[src/rtl/uart_pkg.sv]
// Shared types and constants for the 8N1 UART transceiver.
package uart_pkg;

    typedef enum logic [1:0] {
        IDLE,
        START,
        DATA,
        STOP
    } uart_state_e;

    localparam int unsigned CLOCKS_PER_BIT_DEFAULT = 50;
    localparam int unsigned DATA_BITS              = 8;
    localparam int unsigned BIT_IDX_W              = $clog2(DATA_BITS);

    // Width of a counter that spans 0..cpb-1.
    function automatic int unsigned cnt_width(input int unsigned cpb);
        return (cpb < 2) ? 1 : $clog2(cpb);
    endfunction

    localparam int unsigned CNT_W_DEFAULT = cnt_width(CLOCKS_PER_BIT_DEFAULT);

endpackage

[src/rtl/uart_receiver.sv]
// 8N1 receiver: 2-flop synchronizer, mid-bit sampling, glitch and framing-error rejection.
module uart_receiver
    import uart_pkg::*;
#(
    parameter int unsigned CLOCKS_PER_BIT = CLOCKS_PER_BIT_DEFAULT
) (
    input  logic       clock_i,
    input  logic       reset_i,
    input  logic       rx_serial_i,
    output logic       rx_valid_o,
    output logic [7:0] rx_data_o
);

    localparam int unsigned CNT_W = cnt_width(CLOCKS_PER_BIT);
    localparam logic [CNT_W-1:0] BIT_LAST  = CNT_W'(CLOCKS_PER_BIT - 1);
    localparam logic [CNT_W-1:0] HALF_LAST = CNT_W'(CLOCKS_PER_BIT / 2 - 1);
    localparam logic [BIT_IDX_W-1:0] IDX_LAST = BIT_IDX_W'(DATA_BITS - 1);

    logic [1:0]           sync_q;
    logic                 rx_prev_q;
    uart_state_e          state_q;
    logic [CNT_W-1:0]     cnt_q;
    logic [BIT_IDX_W-1:0] bit_q;
    logic [DATA_BITS-1:0] shift_q;
    logic                 rx_valid_q;
    logic [7:0]           rx_data_q;
    logic                 rx_s;

    assign rx_s       = sync_q[1];
    assign rx_valid_o = rx_valid_q;
    assign rx_data_o  = rx_data_q;

    // Falling edge of the synchronized line arms the frame; a framing error
    // leaves rx_prev_q low, so the next start waits for the line to go high.
    always_ff @(posedge clock_i or posedge reset_i) begin
        if (reset_i) begin
            sync_q     <= 2'b11;
            rx_prev_q  <= 1'b1;
            state_q    <= IDLE;
            cnt_q      <= '0;
            bit_q      <= '0;
            shift_q    <= '0;
            rx_valid_q <= 1'b0;
            rx_data_q  <= 8'h00;
        end else begin
            sync_q     <= {sync_q[0], rx_serial_i};
            rx_prev_q  <= rx_s;
            rx_valid_q <= 1'b0;
            case (state_q)
                IDLE: begin
                    cnt_q <= '0;
                    if (rx_prev_q && !rx_s) begin
                        state_q <= START;
                    end
                end
                START: begin
                    if (cnt_q == HALF_LAST) begin
                        cnt_q <= '0;
                        bit_q <= '0;
                        state_q <= rx_s ? IDLE : DATA;
                    end else begin
                        cnt_q <= cnt_q + CNT_W'(1);
                    end
                end
                DATA: begin
                    if (cnt_q == BIT_LAST) begin
                        cnt_q   <= '0;
                        shift_q <= {rx_s, shift_q[DATA_BITS-1:1]};
                        if (bit_q == IDX_LAST) begin
                            state_q <= STOP;
                        end else begin
                            bit_q <= bit_q + BIT_IDX_W'(1);
                        end
                    end else begin
                        cnt_q <= cnt_q + CNT_W'(1);
                    end
                end
                STOP: begin
                    if (cnt_q == BIT_LAST) begin
                        cnt_q   <= '0;
                        state_q <= IDLE;
                        if (rx_s) begin
                            rx_data_q  <= shift_q;
                            rx_valid_q <= 1'b1;
                        end
                    end else begin
                        cnt_q <= cnt_q + CNT_W'(1);
                    end
                end
                default: state_q <= IDLE;
            endcase
        end
    end

endmodule

[src/rtl/uart_transceiver.sv]
// Full-duplex 8N1 UART: inline transmitter plus the uart_receiver sub-module.
module uart_transceiver
    import uart_pkg::*;
#(
    parameter int unsigned CLOCKS_PER_BIT = CLOCKS_PER_BIT_DEFAULT
) (
    input  logic       clock,
    input  logic       reset,
    input  logic       UART_RX,
    output logic       UART_TX,
    output logic       rx_complete,
    output logic [7:0] rx_data,
    input  logic       tx_valid,
    input  logic [7:0] tx_data,
    output logic       tx_complete
);

    localparam int unsigned CNT_W = cnt_width(CLOCKS_PER_BIT);
    localparam logic [CNT_W-1:0] BIT_LAST = CNT_W'(CLOCKS_PER_BIT - 1);
    localparam logic [BIT_IDX_W-1:0] IDX_LAST = BIT_IDX_W'(DATA_BITS - 1);

    uart_state_e          tx_state_q;
    logic [CNT_W-1:0]     tx_cnt_q;
    logic [BIT_IDX_W-1:0] tx_bit_q;
    logic [DATA_BITS-1:0] tx_shift_q;
    logic                 tx_line_q;
    logic                 tx_complete_q;

    assign UART_TX     = tx_line_q;
    assign tx_complete = tx_complete_q;

    // Line and ready flag change on the same edge as the state, so the start
    // bit begins at acceptance and ready returns exactly ten bit times later.
    always_ff @(posedge clock or posedge reset) begin
        if (reset) begin
            tx_state_q    <= IDLE;
            tx_cnt_q      <= '0;
            tx_bit_q      <= '0;
            tx_shift_q    <= '0;
            tx_line_q     <= 1'b1;
            tx_complete_q <= 1'b1;
        end else begin
            case (tx_state_q)
                IDLE: begin
                    tx_cnt_q <= '0;
                    if (tx_valid) begin
                        tx_shift_q    <= tx_data;
                        tx_line_q     <= 1'b0;
                        tx_complete_q <= 1'b0;
                        tx_state_q    <= START;
                    end
                end
                START: begin
                    if (tx_cnt_q == BIT_LAST) begin
                        tx_cnt_q   <= '0;
                        tx_bit_q   <= '0;
                        tx_line_q  <= tx_shift_q[0];
                        tx_shift_q <= tx_shift_q >> 1;
                        tx_state_q <= DATA;
                    end else begin
                        tx_cnt_q <= tx_cnt_q + CNT_W'(1);
                    end
                end
                DATA: begin
                    if (tx_cnt_q == BIT_LAST) begin
                        tx_cnt_q <= '0;
                        if (tx_bit_q == IDX_LAST) begin
                            tx_line_q  <= 1'b1;
                            tx_state_q <= STOP;
                        end else begin
                            tx_bit_q   <= tx_bit_q + BIT_IDX_W'(1);
                            tx_line_q  <= tx_shift_q[0];
                            tx_shift_q <= tx_shift_q >> 1;
                        end
                    end else begin
                        tx_cnt_q <= tx_cnt_q + CNT_W'(1);
                    end
                end
                STOP: begin
                    if (tx_cnt_q == BIT_LAST) begin
                        tx_cnt_q      <= '0;
                        tx_complete_q <= 1'b1;
                        tx_state_q    <= IDLE;
                    end else begin
                        tx_cnt_q <= tx_cnt_q + CNT_W'(1);
                    end
                end
                default: tx_state_q <= IDLE;
            endcase
        end
    end

    uart_receiver #(
        .CLOCKS_PER_BIT(CLOCKS_PER_BIT)
    ) u_rx (
        .clock_i    (clock),
        .reset_i    (reset),
        .rx_serial_i(UART_RX),
        .rx_valid_o (rx_complete),
        .rx_data_o  (rx_data)
    );

endmodule

[config.mk]
export PLATFORM = sky130hd
export DESIGN_NAME = uart_transceiver
export DESIGN_NICKNAME = d
export VERILOG_FILES = /design/src/rtl/uart_pkg.sv /design/src/rtl/uart_receiver.sv /design/src/rtl/uart_transceiver.sv
export SDC_FILE = /design/constraint.sdc
export NUM_CORES = 1
export LEC_CHECK = 0
export CORE_ASPECT_RATIO = 1.5
export CORE_MARGIN = 5
export CORE_UTILIZATION = 40
export DETAILED_ROUTE_END_ITERATION = 12
export HOLD_SLACK_MARGIN = 0.03
export PLACE_DENSITY = 0.63
export SYNTH_ARGS = -nofsm -noshare
export SYNTH_HDL_FRONTEND = slang
export SYNTH_SLANG_ARGS = --single-unit
[constraint.sdc]
create_clock -name clock -period 2.19 [get_ports clock]
set_clock_uncertainty 0.2 [all_clocks]
set_input_delay 0.5475 -clock clock [delete_from_list [all_inputs] [get_ports clock]]
set_output_delay 0.5475 -clock clock [all_outputs]
set_load 0.02 [all_outputs]
==> summary.txt <==
Timing
  • Fmax: 0.4793 GHz
  • Slew @ Worst Pin: 0.4157 ns
  • Fin. Hold Viols: 0
  • Minimum clock period: 2.086 ns
  • Slew headroom: 0.7229
  • Max Slew Vio Count: 0
  • Setup slack after layout: 0.1037 ns
  • Crit share post-route: 0.9526
  • Setup violators final: 0
  • RSZ-0062 raised after global routing: false

Synthesis
  • Share of the synthesized area in the top cell type: 0.4585
  • Post-Syn Instances: 211
  • Yosys top cell by area: dfrtp_1
  • Synth top area cells: dfrtp_1, mux2_2, ha_1, dfstp_2, a22o_1
  • Post-synthesis cell type count: 45
  • Seq cells post-synth: 52
  • EDFF count, synth: 0
  • Post-synthesis sequential area ratio: 0.5098
  • Syn Nets: 237
  • Yosys warns: 0
  • Post-synthesis cell area: 2565 um^2
  • Syn Area/Cell: 12.16 um^2
  • Post-synth top flop: dfrtp_1
  • Async S/R FF share, synth: 1.000

Routing
  • Via total after detailed routing: 1,629
  • DRT antenna net count: 0
  • Met3 WL post-DR: 129 um
  • Wl on met1: 1794 um
  • Highest metal used: met4
  • Residual DRC: 0
  • Metal2 WL: 2368 um
  • Wire per inst: 13.66 um
  • Final WL: 4358 um
  • Via/cell ratio: 5.107
  • Drt first pass iters: 3
  • Drt first-iter violations: 30

Global route
  • Vias in the first global route: 1,728
  • Congestion Overflow GR: 0
  • Initial antenna violation count: 0
  • First-pass GRT wire length: 7576 um
  • Largest net degree at the start of global routing: 53
  • Total Routing Usage GR: 0.1188

Placement
  • Placed Cells: 308
  • DPL Wire Length: 3140 um
  • Port-buffer cells: 22
  • Post-place instance area: 2918 um^2
  • Post-Place Worst Slack: -0.2002 ns
  • Gpl congestion: 0.8102

Flow run
  • Max-cap violations: 0

Critical path
  • Worst Path Required: 2.19 ns
  • Critical path class: register to register
  • Crit Path Max Fanout: 8
  • Critical Path End Type: register
  • Crit Reg-Reg Endpoint: tx_shift_q[6]
  • CP Launch Type: register
  • R2r worst-path depth: 6
  • Worst EP arrival: 2.09 ns
  • Worst r2r src: tx_state_q[1]
  • Reg-to-reg slack, setup: 0.10 ns

Min path
  • Hold Path Class: register to register
  • WHS Endpoint: u_rx.sync_q[1]
  • Hold_sp: u_rx.sync_q[0]
  • Hold depth: 0

CTS
  • CTS buffer count: 5
  • CTS tree: done
  • CTS max path bufs: 2
  • Worst-Skew Late Latency: 0.31 ns
  • Clock transition at the registers of the reported paths: 0.09 ns
  • Clk root buf: clkbuf_8
  • H-tree depth: 2
  • Sink Count: 52
  • CTS Hold Buffers Added: 0

Power
  • PwrDens: 712.8 nW/um^2
  • Static Leakage: 1.422 nW
  • Peak VDD IR: 0.4330 mV
  • Final Total Pwr: 0.002190 W

Finish
  • Antenna diodes: 0
  • Final non-filler cell total: 319
  • Leading cell type in the layout, fill and taps excluded: dfrtp_1
  • Final Instance Area: 3073 um^2
  • Layout Nets: 270
  • Area delta synth->final: 19.80%
  • Layout cells sized above 1: 0.2694
  • Most frequent cells in the layout: dfrtp_1, mux2_2, clkdlybuf4s50_1

Floorplanning
  • Std cell rows: 35
  • Die width: 75.38 um
  • Core area: 6218 um^2
  • Starting Density: 0.4125
  • Die area: 8147 um^2
  • Die span in y: 108.1 um
  • I/O pin cnt: 23

Outcome
  • Status: completed
[layer usage]
layer	up-vias	global-route usage
met2	14	0.2120
met4	0	0.04125
met1	805	0.1302
met5	-	0
met3	6	0.03442
li1	804	-
[worst max-delay path, stage by stage, from the launching register on]
cell and delay, ns:
dfrtp_1 0.42, buf_4 0.14, ha_1 0.20, and3b_1 0.25, a21oi_1 0.11, a21oi_4 0.29
mux2_2 0.37
[logic make-up (layout without fill, tap and decap cells)]
| kind of cell | after synthesis | after routing | synth area share |
|---|---|---|---|
| adder cells (fa/ha/maj) | 14 | 14 | 0.06829 |
| XOR/XNOR | 8 | 8 | 0.02731 |
| flip-flops | 52 | 52 | 0.5098 |
| AO/OA/AOI/OAI | 28 | 28 | 0.07756 |
| AND/OR/NAND/NOR | 58 | 58 | 0.1415 |
| buffers and inverters | 17 | 51 | 0.02732 |
| multiplexers | 34 | 34 | 0.1483 |
[repair_timing]
action,4_1_cts,5_1_grt
setup endpoints to repair,2,8
pin swaps,0,0
setup buffers,0,3
gates resized for setup,2,1
[registers in the layout (all words and copies together) (netlist names), 2 cells and up, named ones only]
register	cells
tx_state_q	2
u_rx.sync_q	2
tx_cnt_q	6
tx_bit_q	3
tx_shift_q	8
u_rx.cnt_q	6
u_rx.bit_q	3
u_rx.shift_q	8
u_rx.rx_data_o	8
[synth_stat cells, types with 2 or more instances]
cell / instances
nor2b_1: 4
buf_2: 2
a21oi_1: 8
nand2b_1: 2
nand3_1: 7
nor2_1: 11
mux2i_1: 2
o21ai_0: 6
a22o_1: 5
mux2_2: 32
dfrtp_1: 47
inv_1: 10
ha_1: 14
clkbuf_1: 3
dfstp_2: 5
xnor2_1: 4
xor2_1: 4
nor3_1: 8
nand2_1: 11
[per-stage QoR]
stage	util	hold slack (ns)	setup TNS, ns
2_1_floorplan	-	0.1452	0
3_3_place_gp	0.4692	0.1467	-1.550
3_5_place_dp	0.4692	0.1476	-1.557
4_1_cts	0.4901	0.1609	0
5_1_grt	0.4942	0.1699	0
6_report	0.4942	0.1606	0
[power by group]
part           total [W]  internal [W]  switching, W
combinational   0.000289      0.000146      0.000142
sequential       0.00113       0.00103     0.0000956
clock           0.000771      0.000457      0.000315
total            0.00219       0.00164      0.000553
[worst max-delay path by stage]
stage                        from            end  depth (start not counted)
finish              tx_state_q[1]  tx_shift_q[6]                          6
global route        tx_state_q[1]  tx_shift_q[7]                          6
CTS                 tx_state_q[0]  tx_shift_q[6]                          6
detailed placement       tx_valid  tx_shift_q[3]                          5
global placement         tx_valid  tx_shift_q[3]                          5
floorplan           tx_state_q[0]  tx_shift_q[0]                          7
[area by class of cell]
type | count | area (um^2)
Tap cell | 74 | 92.59
Multi-Input combinational cell | 142 | 1190
Timing Repair Buffer | 33 | 312.8
Sequential cell | 52 | 1308
Inverter | 10 | 37.54
Clock buffer | 6 | 72.57
Clock inverter | 2 | 60.06
Fill cell | 569 | 3146
(Power assumes the default switching activity.)
